<file path="src/rtl/mem_ddr_loader.sv">
// DDR-to-SRAM beat loader: issues aligned 32-byte DDR reads, buffers returns and streams rows to the farm demux.
// Optional statistics counters are enabled by defining MEM_DDR_LOADER_STATS_EN.
module mem_ddr_loader #(
  parameter int DATA_W     = 256,
  parameter int FIFO_DEPTH = 4,
  parameter int LEN_W      = 16
) (
  input  logic              clk,
  input  logic              rst,
  input  logic              start,
  input  logic [31:0]       cmd_ddr_addr,
  input  logic [18:0]       cmd_sram_addr,
  input  logic [LEN_W-1:0]  cmd_len,
  output logic              busy,
  output logic              done,
  output logic              ddr_req,
  output logic [31:0]       ddr_addr,
  input  logic              ddr_ack,
  input  logic              ddr_valid,
  input  logic [DATA_W-1:0] ddr_data,
  output logic              farm_valid,
  output logic [DATA_W-1:0] farm_data,
  output logic [18:0]       farm_base_addr,
  output logic              farm_last,
  output logic [4:0]        farm_last_bytes,
  input  logic              farm_busy,
`ifdef MEM_DDR_LOADER_STATS_EN
  output logic [31:0]       stat_beats,
  output logic [31:0]       stat_stall,
`endif
  output logic [1:0]        dbg_state
);

  localparam int PTR_W  = $clog2(FIFO_DEPTH);
  localparam int CNT_W  = $clog2(FIFO_DEPTH + 1);
  localparam int BEAT_W = LEN_W - 4;

  typedef enum logic [1:0] {S_IDLE, S_FETCH, S_DRAIN, S_DONE} state_t;

  state_t              state_q, state_d;
  logic [4:0]          len_lo_q;
  logic [18:0]         row_q;
  logic [31:0]         addr_q;
  logic [BEAT_W-1:0]   req_left_q, beats_left_q;
  logic [CNT_W-1:0]    out_q, out_d;
  logic [CNT_W-1:0]    cnt_q, cnt_d;
  logic [PTR_W-1:0]    wr_ptr_q, rd_ptr_q;
  logic [DATA_W-1:0]   mem_q [FIFO_DEPTH];

  logic [LEN_W:0]      len_round;
  logic [BEAT_W-1:0]   cmd_beats;
  logic [CNT_W:0]      in_flight;
  logic                accept, push, pop, cmd_take;

  // Handshake: a DDR request completes on req&ack; a farm beat transfers on farm_valid&!farm_busy.
  assign len_round = {1'b0, cmd_len} + (LEN_W+1)'(31);
  assign cmd_beats = len_round[LEN_W:5];
  assign in_flight = {1'b0, out_q} + {1'b0, cnt_q};
  assign cmd_take  = (state_q == S_IDLE) && start;

  assign ddr_req  = (state_q == S_FETCH) && (req_left_q != '0) &&
                    (in_flight < (CNT_W+1)'(FIFO_DEPTH));
  assign ddr_addr = addr_q;
  assign accept   = ddr_req && ddr_ack;
  // Returns seen while idle are leftovers from an aborted command and are dropped.
  assign push     = ddr_valid && (state_q != S_IDLE);

  assign farm_valid      = (cnt_q != '0);
  assign farm_data       = mem_q[rd_ptr_q];
  assign farm_base_addr  = row_q;
  assign farm_last       = farm_valid && (beats_left_q == BEAT_W'(1));
  assign farm_last_bytes = farm_last ? len_lo_q : 5'd0;
  assign pop             = farm_valid && !farm_busy;

  assign busy      = (state_q != S_IDLE);
  assign done      = (state_q == S_DONE);
  assign dbg_state = state_q;

  always_comb begin
    state_d = state_q;
    case (state_q)
      S_IDLE:  if (start) state_d = (cmd_len == '0) ? S_DONE : S_FETCH;
      S_FETCH: if (accept && (req_left_q == BEAT_W'(1))) state_d = S_DRAIN;
      S_DRAIN: if (pop && farm_last) state_d = S_DONE;
      S_DONE:  state_d = S_IDLE;
      default: state_d = S_IDLE;
    endcase
  end

  always_comb begin
    out_d = out_q;
    if (accept) out_d = out_d + CNT_W'(1);
    if (push && (out_d != '0)) out_d = out_d - CNT_W'(1);
    cnt_d = cnt_q;
    if (push) cnt_d = cnt_d + CNT_W'(1);
    if (pop)  cnt_d = cnt_d - CNT_W'(1);
  end

  always_ff @(posedge clk) begin
    if (rst) begin
      state_q      <= S_IDLE;
      len_lo_q     <= '0;
      row_q        <= '0;
      addr_q       <= '0;
      req_left_q   <= '0;
      beats_left_q <= '0;
      out_q        <= '0;
      cnt_q        <= '0;
      wr_ptr_q     <= '0;
      rd_ptr_q     <= '0;
    end else begin
      state_q <= state_d;
      out_q   <= out_d;
      cnt_q   <= cnt_d;
      if (push) wr_ptr_q <= wr_ptr_q + PTR_W'(1);
      if (pop)  rd_ptr_q <= rd_ptr_q + PTR_W'(1);
      if (cmd_take) begin
        len_lo_q     <= cmd_len[4:0];
        row_q        <= cmd_sram_addr;
        addr_q       <= {cmd_ddr_addr[31:5], 5'd0};
        req_left_q   <= cmd_beats;
        beats_left_q <= cmd_beats;
      end else begin
        if (accept) begin
          addr_q     <= addr_q + 32'd32;
          req_left_q <= req_left_q - BEAT_W'(1);
        end
        if (pop) begin
          row_q        <= row_q + 19'd1;
          beats_left_q <= beats_left_q - BEAT_W'(1);
        end
      end
    end
  end

  // Beat storage needs no reset; occupancy alone decides what is visible.
  always_ff @(posedge clk) begin
    if (push) mem_q[wr_ptr_q] <= ddr_data;
  end

`ifdef MEM_DDR_LOADER_STATS_EN
  logic [31:0] stat_beats_q, stat_stall_q;

  always_ff @(posedge clk) begin
    if (rst) begin
      stat_beats_q <= '0;
      stat_stall_q <= '0;
    end else begin
      if (pop && (stat_beats_q != '1)) stat_beats_q <= stat_beats_q + 32'd1;
      if (farm_valid && farm_busy && (stat_stall_q != '1)) stat_stall_q <= stat_stall_q + 32'd1;
    end
  end

  assign stat_beats = stat_beats_q;
  assign stat_stall = stat_stall_q;
`endif

endmodule

</file>
<file path="config.mk">
export PLATFORM = sky130hd
export DESIGN_NAME = mem_ddr_loader
export DESIGN_NICKNAME = d
export VERILOG_FILES = /design/src/rtl/mem_ddr_loader.sv
export SDC_FILE = /design/constraint.sdc
export NUM_CORES = 1
export LEC_CHECK = 0
export BUFFER_PORTS_ARGS = -buffer_cell sky130_fd_sc_hd__buf_2
export CAP_MARGIN = 30
export CORE_MARGIN = 2
export CORE_UTILIZATION = 39
export CTS_CLUSTER_DIAMETER = 120
export DETAILED_ROUTE_END_ITERATION = 8
export PLACE_DENSITY = 0.68
export SLEW_MARGIN = 15
export SYNTH_ARGS = -nofsm -noshare
export SYNTH_HDL_FRONTEND = slang
export SYNTH_SLANG_ARGS = --single-unit
</file>
<file path="constraint.sdc">
create_clock -name clk -period 13.12 [get_ports clk]
set_clock_uncertainty 0.2 [all_clocks]
set_input_delay 1.312 -clock clk [delete_from_list [all_inputs] [get_ports clk]]
set_output_delay 1.312 -clock clk [all_outputs]
set_load 0.05 [all_outputs]
</file>
After elaboration in Yosys (flattened, before gate mapping)
Memory sizes are Yosys's and may differ from the RTL's. A register that Yosys moved wholly into a read port is not among the register bits.
Cells that the tools add are included.
{"block": "word_totals", "reg_bits": 92, "elab_cells": 76, "ram_bits": 1024, "mem_count": 1, "in_bits": 329}
{"memory": "mem_q", "words": 4, "width": 256, "rd": 1, "rd_clocked_by_memory_dff": 1, "wr": 1, "line_no": "48", "text": "logic [DATA_W-1:0] mem_q [FIFO_DEPTH];"}
{"block": "op_classes", "muxes": 22, "n_eq_ne": 8, "order_cmp": 1, "add_sub_neg": 12, "n_reduce_logical": 21}
{"operator": "32-bit 2-to-1 mux", "count": 2}
{"operator": "12-bit 2-to-1 mux", "count": 4}
{"operator": "19-bit 2-to-1 mux", "count": 2}
{"operator": "32-bit by 6-bit adder with 32-bit output (second input constant)", "count": 1}
{"operator": "12-bit by 1-bit == test with 1-bit output (second input constant)", "count": 2}
{"operator": "12-bit by 1-bit subtractor with 12-bit output (second input constant)", "count": 2}
{"operator": "19-bit by 1-bit adder with 19-bit output (second input constant)", "count": 1}
{"operator": "16-bit by 5-bit adder with 17-bit output (second input constant)", "count": 1}
{"operator": "16-bit zero test", "count": 1}
{"operator": "2-bit 2-to-1 mux", "count": 6}
{"operator": "3-bit 2-to-1 mux", "count": 4}
{"operator": "12-bit nonzero test", "count": 1}
{"operator": "1-bit logical AND", "count": 10}
{"operator": "2-bit one-hot mux with 4 select lines", "count": 1}
{"operator": "3-bit by 1-bit adder with 3-bit output (second input constant)", "count": 2}
{"operator": "2-bit nonzero test", "count": 3}
{"operator": "3-bit nonzero test", "count": 2}
{"operator": "3-bit by 1-bit subtractor with 3-bit output (second input constant)", "count": 2}
{"operator": "5-bit 2-to-1 mux", "count": 1}
{"operator": "2-bit by 1-bit adder with 2-bit output (second input constant)", "count": 2}
{"operator": "3-bit by 3-bit adder with 4-bit output", "count": 1}
{"operator": "2-bit == test (second input constant)", "count": 2}
{"operator": "4-bit by 3-bit less-than comparator with 1-bit output (second input constant)", "count": 1}
{"operator": "2-bit inequality test (second input constant)", "count": 2}
{"operator": "7 further kinds", "count": 8}

Longest topological paths before layout
Gate-level depths: netlist (run 1).
{"block": "logic_depth", "ltp_word": 8, "ltp_mapped": 12, "depth_no_buf": 12}

Worst setup path before layout (run 1)
Ideal clock, no wire load.
{"block": "synth_path", "kind": "input to register", "startpoint": "in ddr_valid", "endpoint": "mem mem_q[0][0], enable pin", "arrival_time_ns": 7.673, "setup_ns": 0.649, "required_time_ns": 12.271, "path_slack_ns": 4.598, "path_stages": 3, "path_cell_list": "nor2b_1 > clkbuf_1 > and2_1"}
{"block": "synth_via", "elab_chain_len": 3}
{"item": "start: declaration", "line_no": "19", "text": "input logic ddr_valid,"}
{"item": "1-bit logical AND", "line_no": "66", "text": "assign push = ddr_valid && (state_q != S_IDLE);"}
{"item": "1-bit 2-to-1 mux", "line_no": "138", "text": "if (push) mem_q[wr_ptr_q] <= ddr_data;"}
{"item": "1-bit 2-to-1 mux (not written as such)", "line_no": "138"}
{"item": "end: declaration", "line_no": "48"}
No other way between the ends.

==> flow_metrics.py, run 1 <==
metrics = {
    "die": {
        "floorplan.initialDensity_pct": 39.28,
        "horizontal_die_dimension_um": 332.1,
        "num_rows": 120,
        "die-area_um2": 110300,
        "core-area_um2": 106900,
        "die_h_um": 332.1,
        "pin_count": 648,
    },
    "timing": {
        "timing.final.hold_violations": 0,
        "layout_min_cycle_time_ns": 5.661,
        "fin_crit_sh_pct": 43.15,
        "timing_worst_slew_pin_value_ns": 1.126,
        "max_clock_freq_mhz": 176.6,
        "rsz_0062_raised_after_global_routing": "false",
        "final-max-slew-violation-count": 0,
        "timing.final.ws_setup_ns": 7.459,
        "finalSetupTns_ns": 0,
        "slew_headroom_pct": 24.93,
        "setup-violations-final": 0,
    },
    "layout": {
        "area_growth_syn_to_layout_pct": 20.59,
        "num-fill-cells": 8819,
        "multi_input_area_um2": 9017,
        "sequential_cell_area_um2": 32540,
        "instances_no_fill": 4190,
        "post_route_cells_drive_above_1_share_pct": 40.10,
        "layout.nets": 3035,
    },
    "detailed_routing": {
        "via_per_inst": 5.274,
        "antenna_violating_nets_post_route": 0,
        "avgRoutedWirePerCell_um": 23.22,
        "vias": 22100,
        "drcViolationCount": 0,
        "detailedRoute.firstIterationViolations": 1869,
        "drt-pass1-iter-count": 5,
        "finalWirelength_um": 97270,
    },
    "clocking": {
        "clock_tree.htree_level_count": 3,
        "clk_latency_ns": 0.67,
        "cts.clk_slew.worst_paths_ns": 0.05,
        "cts_inserted_buffers": 109,
        "root_buffer": "clkbuf_16",
        "max-clock-path-buffers": 3,
        "cts_hold_buf": 0,
        "clock_sink_count": 1113,
        "tritoncts": "built",
        "ctsResizeCount": 0,
        "buffers_inserted_during_post_cts_setup_optimization": 0,
    },
    "synthesis": {
        "syn_area_per_cell_um2": 21.18,
        "netlist_top_cells_count": "edfxtp_1 (1024), mux4_2 (256), dfxtp_1 (89)",
        "netlist_instances": 1982,
        "synth.most_common_cell": "edfxtp_1",
        "synth.largest_area_cell": "edfxtp_1",
        "async_flop_share_pct": 0,
        "yosysTopAreaCellShare_pct": 73.23,
        "synthesis.area_um2": 41990,
        "synth-warning-count": 0,
        "synth_edf_count": 1024,
        "synth_seq_area_share_pct": 77.48,
        "dominantRegCellSynth": "edfxtp_1",
        "synth_unique_cells": 60,
        "ys_top_cells_by_area": "edfxtp_1 (73%), mux4_2 (14%), dfxtp_1 (4.2%)",
        "synth_seq_cells": 1113,
    },
    "global_routing": {
        "grt_antenna_before_repair": 44,
        "vias_in_the_first_global_route": 23120,
        "grt_start_max_net_pins": 145,
        "grt_use_total_pct": 17.42,
        "global_route.overflow_total": 0,
        "grt_pass1_wl_um": 145700,
    },
    "critical_path": {
        "worst_r2r_path_depth": 9,
        "regToRegEndpoint": "mem_q[2][20]",
        "arrival_ns": 4.15,
        "regToRegStartpoint": "dbg_state[0]",
        "critPathMaxFanout": 144,
        "reg2reg_setup_slack_ns": 8.97,
        "critical_path.startpoint_type": "flip-flop",
        "worst_setup_path_end_kind": "output port",
        "worst_ep_required_time_ns": 11.61,
        "critical_path_start_end_classification": "reg -> out",
    },
    "min_path": {
        "hold-path-endpoint": "len_lo_q[0]",
        "hold_path.startpoint": "len_lo_q[0]",
        "min_delay_path_depth": 2,
        "holdCritPathClass": "reg -> reg",
    },
    "placement": {
        "dpl.cell_count": 3969,
        "numPortBuffers": 637,
        "gp_routability_congestion": 0.8391,
        "detailedPlacementHpwl_um": 64600,
        "pre_cts_slack_ns": 7.334,
    },
    "power_and_ir_drop": {
        "worst_ir_drop_vdd_mv": 0.1491,
        "leakagePower_nw": 16.87,
        "power-per-cell-area_nw_per_um2": 215.8,
    },
    "outcome": {
        "run_status": "complete, no violations",
    },
    "flow_run": {
        "timing.max_cap.violations": 0,
    },
}
-- cell type report --
type                            instances  share of cell area (%)
Antenna cell                           14                 0.06919
Sequential cell                      1113                   64.26
Tap cell                             1403                   3.467
Clock inverter                         65                  0.9465
Clock buffer                          136                   5.649
Inverter                               24                  0.1779
Multi-Input combinational cell        753                   17.81
Timing Repair Buffer                  682                   7.616
-- stage by stage --
stage	utilization, %	hold WS, ns	power [mW]	area [um^2]
after detailed placement	44.10	0.2447	8.116	47150
after floorplan	-	0.2317	7.209	42000
after global routing	47.36	0.2665	11.36	50630
after global placement	43.78	0.2405	8.027	46800
final	47.36	0.2490	10.93	50630
after CTS	47.23	0.2530	11.05	50480
-- worst max-delay path by stage --
stage,from,to,slack [ns]
after floorplan,ddr_valid,mem_q[0][0],4.60
after global routing,flip-flop,farm_data[17],7.28
after detailed placement,ddr_valid,mem_q[2][208],7.33
after CTS,flip-flop,farm_data[17],7.38
final,flip-flop,farm_data[17],7.46
after global placement,ddr_valid,mem_q[3][163],7.34
-- layout by cell type, fill, tap and decap left out, types with 5 or more instances in the layout --
| cell type | count |
|---|---|
| nor3_1 | 16 |
| buf_2 | 637 |
| nor2_1 | 41 |
| a211oi_1 | 17 |
| nand2_1 | 50 |
| nand3_1 | 19 |
| inv_6 | 5 |
| mux4_2 | 256 |
| or3_1 | 7 |
| clkinv_1 | 29 |
| nor4_1 | 23 |
| clkbuf_16 | 110 |
| diode_2 | 14 |
| buf_4 | 25 |
| edfxtp_1 | 1024 |
| clkinv_2 | 19 |
| buf_16 | 12 |
| ha_1 | 23 |
| and4_1 | 12 |
| o21ai_0 | 49 |
| buf_12 | 6 |
| nor3b_1 | 5 |
| and3_1 | 5 |
| a21oi_1 | 49 |
| dfxtp_1 | 87 |
| or4_1 | 7 |
| conb_1 | 5 |
| clkbuf_1 | 25 |
| a31oi_1 | 8 |
| xnor2_1 | 45 |
| xor2_1 | 23 |
| and2_1 | 5 |
| inv_1 | 24 |
| and2_2 | 5 |
| nand4_1 | 20 |
| a21boi_0 | 6 |
-- sequential cells by signal, summed over array words and instances (netlist names), named ones only --
signal,flops
len_lo_q,5
dbg_state,2
cnt_q,3
mem_q,1024
ddr_addr,27
beats_left_q,12
out_q,3
req_left_q,12
wr_ptr_q,2
farm_base_addr,19
rd_ptr_q,2
-- cells by family (layout without fill, tap and decap cells) --
kind of cell | count (synthesis) | in the layout | synth area share, %
AOI/OAI and AO/OA | 153 | 153 | 2.196
xor gates and xnor gates | 68 | 68 | 1.418
adders and majority gates | 23 | 23 | 0.6854
buffers and inverters | 120 | 907 | 1.135
DFF | 1113 | 1113 | 77.48
muxes | 261 | 261 | 13.85
other | 1 | 19 | 0.008931
and+or+nand+nor | 243 | 243 | 3.224
-- critical path, cell delays in order (launching register included) --
cell     delay, ns
dfxtp_4       0.97
buf_4         0.77
buf_12        0.59
mux4_2        0.42
buf_2         0.33
-- power by group --
| group | leakage, nW | total [mW] | switching (mW) | internal (mW) |
|---|---|---|---|---|
| Combinational | 5.25 | 3.69 | 2.57 | 1.11 |
| Clock | 1.63 | 2.91 | 1.29 | 1.62 |
| Sequential | 9.99 | 4.33 | 0.167 | 4.16 |
-- metal layers --
metal,global-route usage [%],part of all wire (%)
met5,0,0.27
met4,6.093,3.6
met3,6.148,8.7
met2,28.91,50
met1,21.12,38
Power figures use the tool's default switching activity.
==> inputs of run 2 (changes only) <==
--- a/config.mk
+++ b/config.mk
@@ -11,7 +11,7 @@
 export CORE_UTILIZATION = 39
 export CTS_CLUSTER_DIAMETER = 120
 export DETAILED_ROUTE_END_ITERATION = 8
-export PLACE_DENSITY = 0.68
+export PLACE_DENSITY = 0.71
 export SLEW_MARGIN = 15
 export SYNTH_ARGS = -nofsm -noshare
 export SYNTH_HDL_FRONTEND = slang
==> constraint.sdc (replaced) <==
create_clock -name clk -period 4.9 [get_ports clk]
set_clock_uncertainty 0.2 [all_clocks]
set_input_delay 0.49 -clock clk [delete_from_list [all_inputs] [get_ports clk]]
set_output_delay 0.49 -clock clk [all_outputs]
set_load 0.05 [all_outputs]
==> flow_metrics.py, run 2 (same netlist as run 1, synthesis figures left out) <==
metrics = {
    "clocking": {
        "clock_tree.htree_level_count": 3,
        "max-clock-path-buffers": 3,
        "ctsResizeCount": 0,
        "root_buffer": "clkbuf_16",
        "tritoncts": "built",
        "cts_inserted_buffers": 111,
        "clock_sink_count": 1113,
        "cts.clk_slew.worst_paths_ns": 0.07,
        "clk_latency_ns": 0.68,
    },
    "power_and_ir_drop": {
        "worst_ir_drop_vdd_mv": 0.5272,
        "leakagePower_nw": 18.23,
        "power-per-cell-area_nw_per_um2": 554.8,
        "power.total_mw": 29.88,
    },
    "detailed_routing": {
        "drt-pass1-iter-count": 5,
        "via_per_inst": 5.148,
        "drcViolationCount": 0,
        "detailedRoute.firstIterationViolations": 1588,
        "antenna_violating_nets_post_route": 0,
        "finalWirelength_um": 99710,
        "avgRoutedWirePerCell_um": 22.19,
        "vias": 23130,
    },
    "placement": {
        "dpl_cell_area_um2": 47200,
        "pre_cts_slack_ns": 1.460,
        "numPortBuffers": 637,
        "gp_routability_congestion": 0.8514,
        "dpl.cell_count": 3974,
        "detailedPlacementHpwl_um": 62350,
    },
    "global_routing": {
        "grt_use_total_pct": 17.84,
        "grt_antenna_before_repair": 12,
        "global_route.overflow_total": 0,
        "grt_pass1_wl_um": 150400,
        "vias_in_the_first_global_route": 24250,
        "grt_start_max_net_pins": 107,
    },
    "layout": {
        "layout.nets": 3347,
        "flip_flop_count_of_the_largest_register_all_copies_and_words_added": 1024,
        "area_growth_syn_to_layout_pct": 28.29,
        "finalInstanceArea_um2": 53860,
        "post_route_cells_drive_above_1_share_pct": 36.54,
        "largest-register": "mem_q",
        "num-fill-cells": 8497,
        "mostFrequentLayoutCells": "edfxtp_1 (1024), buf_2 (637), dlygate4sd3_1 (308)",
        "final_common_cell": "edfxtp_1",
        "instances_no_fill": 4493,
    },
    "critical_path": {
        "max_stage_delay_ns": 0.57,
        "worst_path_cell_trace": "or4_4 > or4_4 > nor4_4 > and2_2 > buf_2",
        "critPathMaxFanout": 8,
        "critical_path.startpoint_type": "flip-flop",
        "cp_top_family": "simple AND/OR/NAND/NOR gates",
        "worst_ep_required_time_ns": 4.21,
        "critical_path_start_end_classification": "reg -> out",
        "critical_path_slowest_stage_cell": "or4_4",
        "worst_setup_path_end_kind": "output port",
        "critical_path.most_common_cell": "or4_4",
        "arrival_ns": 3.04,
        "critPathBufInv": 1,
    },
    "timing": {
        "rsz_0062_raised_after_global_routing": "false",
        "timing.hold.ws_ns": 0.06199,
        "timing.final.hold_violations": 0,
        "timing.final.ws_setup_ns": 1.171,
        "timing_worst_slew_pin_value_ns": 0.8568,
        "slew_headroom_pct": 42.88,
        "setup-violations-final": 0,
        "fin_crit_sh_pct": 76.10,
        "max_clock_freq_mhz": 268.2,
        "layout_min_cycle_time_ns": 3.729,
        "final-max-slew-violation-count": 0,
    },
    "die": {
        "floorplan.initialDensity_pct": 39.28,
        "pin_count": 648,
        "num_rows": 120,
        "horizontal_die_dimension_um": 332.1,
        "die_h_um": 332.1,
        "core-area_um2": 106900,
        "die-area_um2": 110300,
    },
    "min_path": {
        "holdCritPathClass": "in -> reg",
    },
    "outcome": {
        "run_status": "complete, no violations",
    },
    "flow_run": {
        "timing.max_cap.violations": 0,
    },
}
## run 2: cell count changes in the layout (fill, tap and decap cells not counted), sizes merged
cell / delta
bufinv: +4
inv: -1
clkinv: -8
buf: +1
dlygate4sd3: +308
clkinvlp: +2
diode: -8
clkbuf: +5
## run 2: routing by layer
layer / wire length (um) / track usage [%] / vias to the layer above
li1: - / - / 10240
met1: 37850 / 21.68 / 11750
met2: 49860 / 29.96 / 910
met3: 7755 / 4.834 / 219
met4: 4189 / 7.747 / 8
met5: 49 / 0 / -
## run 2: final timing paths
kind | startpoint | depth (start not counted) | endpoint | slack, ns
max | beats_left_q[4] | 5 | farm_last_bytes[0] | 1.17
min | cmd_len[15] | 4 | req_left_q[10] | 0.06
max reg2reg | dbg_state[1] | 11 | out_q[0] | 1.39
min reg2reg | len_lo_q[2] | 2 | len_lo_q[2] | 0.26
## run 2: worst register-to-register path: stages (launching register included)
cell and delay, ns:
dfxtp_1 0.35, inv_1 0.12, ha_1 0.18, nor4b_2 0.39
nand3_1 0.49, nor2_2 0.53, mux2i_1 0.30, ha_1 0.19
ha_1 0.16, nand2b_1 0.16, nor2_1 0.05, mux2_2 0.27
## run 2: where the power goes
group          internal, mW  switching (mW)
sequential             11.2           0.434
combinational          3.13            6.98
clock                  4.68            3.50
total                  19.0            10.9
## run 2: area by class of cell
cell class	count	area, um^2	share of cell area, %
diodes	6	15.01	0.02787
clock buffers	140	2948	5.473
clock inverters	62	580.6	1.078
inverters	24	90.09	0.1672
multi-input cells	753	9017	16.74
flip-flops and latches	1113	32540	60.41
well taps	1403	1755	3.259
repair buffers	992	6919	12.85
## run 2: metrics by stage
step | utilization (%) | TNS [ns]
3_3_place_gp | 44.15 | 0
6_report | 50.39 | 0
2_1_floorplan | - | -547.64
3_5_place_dp | 44.15 | 0
4_1_cts | 50.33 | 0
5_1_grt | 50.39 | 0
## run 2: repair_timing
action,in CTS,in global routing
buffers inserted,0,0
hold buffers,308,0
endpoints found under the hold margin,1076,0
==> inputs of run 3 (changes only) <==
--- a/config.mk
+++ b/config.mk
@@ -5,13 +5,14 @@
 export SDC_FILE = /design/constraint.sdc
 export NUM_CORES = 1
 export LEC_CHECK = 0
+export ABC_AREA = 1
 export BUFFER_PORTS_ARGS = -buffer_cell sky130_fd_sc_hd__buf_2
 export CAP_MARGIN = 30
 export CORE_MARGIN = 2
 export CORE_UTILIZATION = 39
 export CTS_CLUSTER_DIAMETER = 120
 export DETAILED_ROUTE_END_ITERATION = 8
-export PLACE_DENSITY = 0.71
+export PLACE_DENSITY = 0.68
 export SLEW_MARGIN = 15
 export SYNTH_ARGS = -nofsm -noshare
 export SYNTH_HDL_FRONTEND = slang
==> constraint.sdc (replaced) <==
create_clock -name clk -period 3.58 [get_ports clk]
set_clock_uncertainty 0.2 [all_clocks]
set_input_delay 0.358 -clock clk [delete_from_list [all_inputs] [get_ports clk]]
set_output_delay 0.358 -clock clk [all_outputs]
set_load 0.05 [all_outputs]
==> flow_metrics.py, run 3 <==
metrics = {
    "outcome": {
        "run_status": "complete, no violations",
    },
    "layout": {
        "final_common_cell": "edfxtp_1",
        "largest-register": "mem_q",
        "area_growth_syn_to_layout_pct": 28.08,
        "final_util_pct": 50.18,
        "post_route_cells_drive_above_1_share_pct": 19.93,
        "mostFrequentLayoutCells": "edfxtp_1 (1024), nor2_1 (688), buf_2 (637)",
        "flip_flop_count_of_the_largest_register_all_copies_and_words_added": 1024,
        "layout.nets": 4844,
    },
    "critical_path": {
        "worst_r2r_path_depth": 12,
        "cp_top_family": "buffers and inverters",
        "critPathBufInv": 4,
        "critical_path.startpoint_type": "flip-flop",
        "critical_path_cell_count": 12,
        "worst_setup_path_end_kind": "flip-flop",
        "worst_path_cell_trace": "ha_1 > nand3_1 > nor2_1 > inv_1 > nor2_1 > nand2_1 > nand3_1 > nand3_1 > dlygate4sd3_1 > nand2_1 > dlygate4sd3_1 > inv_1",
        "max_stage_delay_ns": 0.56,
        "worst_ep_required_time_ns": 3.98,
        "critical_path.most_common_cell": "nand3_1",
        "critical_path_start_end_classification": "reg -> reg",
        "critical_path_slowest_stage_cell": "dlygate4sd3_1",
        "arrival_ns": 3.73,
        "critPathMaxFanout": 6,
    },
    "synthesis": {
        "synth_unique_cells": 47,
        "synth_seq_area_share_pct": 74.01,
        "synthesis.area_um2": 43960,
        "ys_top_cells_by_area": "edfxtp_1 (70%), o21ai_0 (6.6%), nor2_1 (5.9%)",
        "async_flop_share_pct": 0,
        "yosysTopAreaCellShare_pct": 69.96,
        "synth-warning-count": 0,
        "netlist_instances": 3520,
        "synth.most_common_cell": "edfxtp_1",
        "synth_seq_cells": 1113,
        "dominantRegCellSynth": "edfxtp_1",
        "syn_area_per_cell_um2": 12.49,
        "netlist_top_cells_count": "edfxtp_1 (1024), nor2_1 (693), o21ai_0 (576)",
        "synth.largest_area_cell": "edfxtp_1",
        "synth_edf_count": 1024,
    },
    "timing": {
        "setup-violations-final": 0,
        "fin_crit_sh_pct": 93.16,
        "layout_min_cycle_time_ns": 3.335,
        "final-max-slew-violation-count": 0,
        "finalSetupTns_ns": 0,
        "rsz_0062_raised_after_global_routing": "false",
        "timing.final.ws_setup_ns": 0.2449,
        "timing.hold.ws_ns": 0.06250,
        "timing_worst_slew_pin_value_ns": 0.7201,
        "max_clock_freq_mhz": 299.8,
        "slew_headroom_pct": 51.99,
        "timing.final.hold_violations": 0,
    },
    "detailed_routing": {
        "via_per_inst": 5.154,
        "drcViolationCount": 0,
        "drt-pass1-iter-count": 5,
        "detailedRoute.firstIterationViolations": 2388,
        "vias": 31380,
        "finalWirelength_um": 118200,
        "avgRoutedWirePerCell_um": 19.41,
        "antenna_violating_nets_post_route": 0,
    },
    "power_and_ir_drop": {
        "leakagePower_nw": 20.37,
        "power-per-cell-area_nw_per_um2": 786.0,
        "worst_ir_drop_vdd_mv": 0.7488,
    },
    "die": {
        "num_rows": 123,
        "horizontal_die_dimension_um": 339.7,
        "die-area_um2": 115400,
        "pin_count": 648,
        "floorplan.initialDensity_pct": 39.18,
        "die_h_um": 339.7,
        "core-area_um2": 112200,
    },
    "global_routing": {
        "grt_pass1_wl_um": 179000,
        "vias_in_the_first_global_route": 30500,
        "grt_start_max_net_pins": 132,
        "grt_use_total_pct": 19.81,
        "grt_antenna_before_repair": 13,
        "global_route.overflow_total": 0,
    },
    "clocking": {
        "cts_inserted_buffers": 112,
        "tritoncts": "built",
        "clk_latency_ns": 0.70,
        "clock_tree.htree_level_count": 3,
        "clock_sink_count": 1113,
        "max-clock-path-buffers": 3,
        "root_buffer": "clkbuf_16",
        "cts.clk_slew.worst_paths_ns": 0.06,
    },
    "placement": {
        "gp_routability_congestion": 0.9183,
        "detailedPlacementHpwl_um": 72130,
        "pre_cts_slack_ns": 0.6626,
        "numPortBuffers": 637,
    },
    "min_path": {
        "min_delay_path_depth": 5,
        "holdCritPathClass": "in -> reg",
    },
    "flow_run": {
        "timing.max_cap.violations": 0,
    },
}
## run 3: cell types whose count changed after synthesis, moves of 17 or more
cell / previous run / this run
buf_1: 36 / 1
buf_2: 6 / 47
clkbuf_1: 49 / 140
inv_1: 24 / 110
mux4_2: 256 / 0
nand2_1: 51 / 249
nand3_1: 19 / 85
nor2_1: 41 / 693
nor4_1: 23 / 2
o21ai_0: 49 / 576
o21ai_1: 0 / 17
o22ai_1: 1 / 257
xnor2_1: 45 / 5
## run 3: cells by family (layout without fill, tap and decap cells)
logic type | count (synthesis) | after routing | synth area share (%)
AO/OA/AOI/OAI | 942 | 942 | 11.71
XOR/XNOR | 14 | 14 | 0.2790
adder cells (fa/ha/maj) | 23 | 23 | 0.6547
buffers and inverters | 328 | 1384 | 3.202
flip-flops | 1113 | 1113 | 74.01
multiplexers | 2 | 2 | 0.04555
other | 1 | 14 | 0.008531
AND/OR/NAND/NOR | 1097 | 1097 | 10.09
## run 3: worst paths after layout
kind	start	endpoint	slack, ns
setup / recovery	farm_base_addr[0]	farm_base_addr[14]	0.24
hold reg to reg	req_left_q[2]	req_left_q[2]	0.30
hold / removal	ddr_valid	cnt_q[0]	0.06
setup reg to reg	farm_base_addr[0]	farm_base_addr[14]	0.24
## run 3: metal layers
metal	global-route usage, %	vias to the layer above	routed length (um)
li1	-	14780	-
met1	23.99	15240	46190
met2	33.64	1117	58380
met3	5.236	244	9061
met4	7.983	6	4501
met5	0	-	34
## run 3: layout make-up
type | count | area [um^2]
Antenna cell | 9 | 22.52
Inverter | 117 | 473.0
Fill cell | 9415 | 55890
Multi-Input combinational cell | 2083 | 10090
Timing Repair Buffer | 1065 | 7716
Tap cell | 1500 | 1877
Clock inverter | 62 | 668.1
Sequential cell | 1113 | 32550
Clock buffer | 140 | 2908
## run 3: through the flow
stage,area [um^2],instances,power (mW)
after floorplan,44050,3524,28.20
after global placement,49080,5516,32.40
after detailed placement,49080,5516,32.57
after CTS,56260,6078,44.39
after global routing,56290,6087,46.12
final,56300,6089,44.25
## run 3: timing repair
action                                  4_1_cts  5_1_grt
hold buffers                                359        0
endpoints found under the setup margin        1        3
buffers inserted                              1        2
endpoints found under the hold margin      1102        0
resized for setup                             0        1
## run 3: tightest hold or removal path, stage by stage
cell,delay (ns)
buf_2,0.10
inv_1,0.08
nor2_4,0.06
xor2_1,0.16
a21oi_1,0.12
## run 3: power by group
group	internal, mW	switching, mW
clock	6.43	4.95
sequential	15.8	0.700
combinational	3.87	12.5
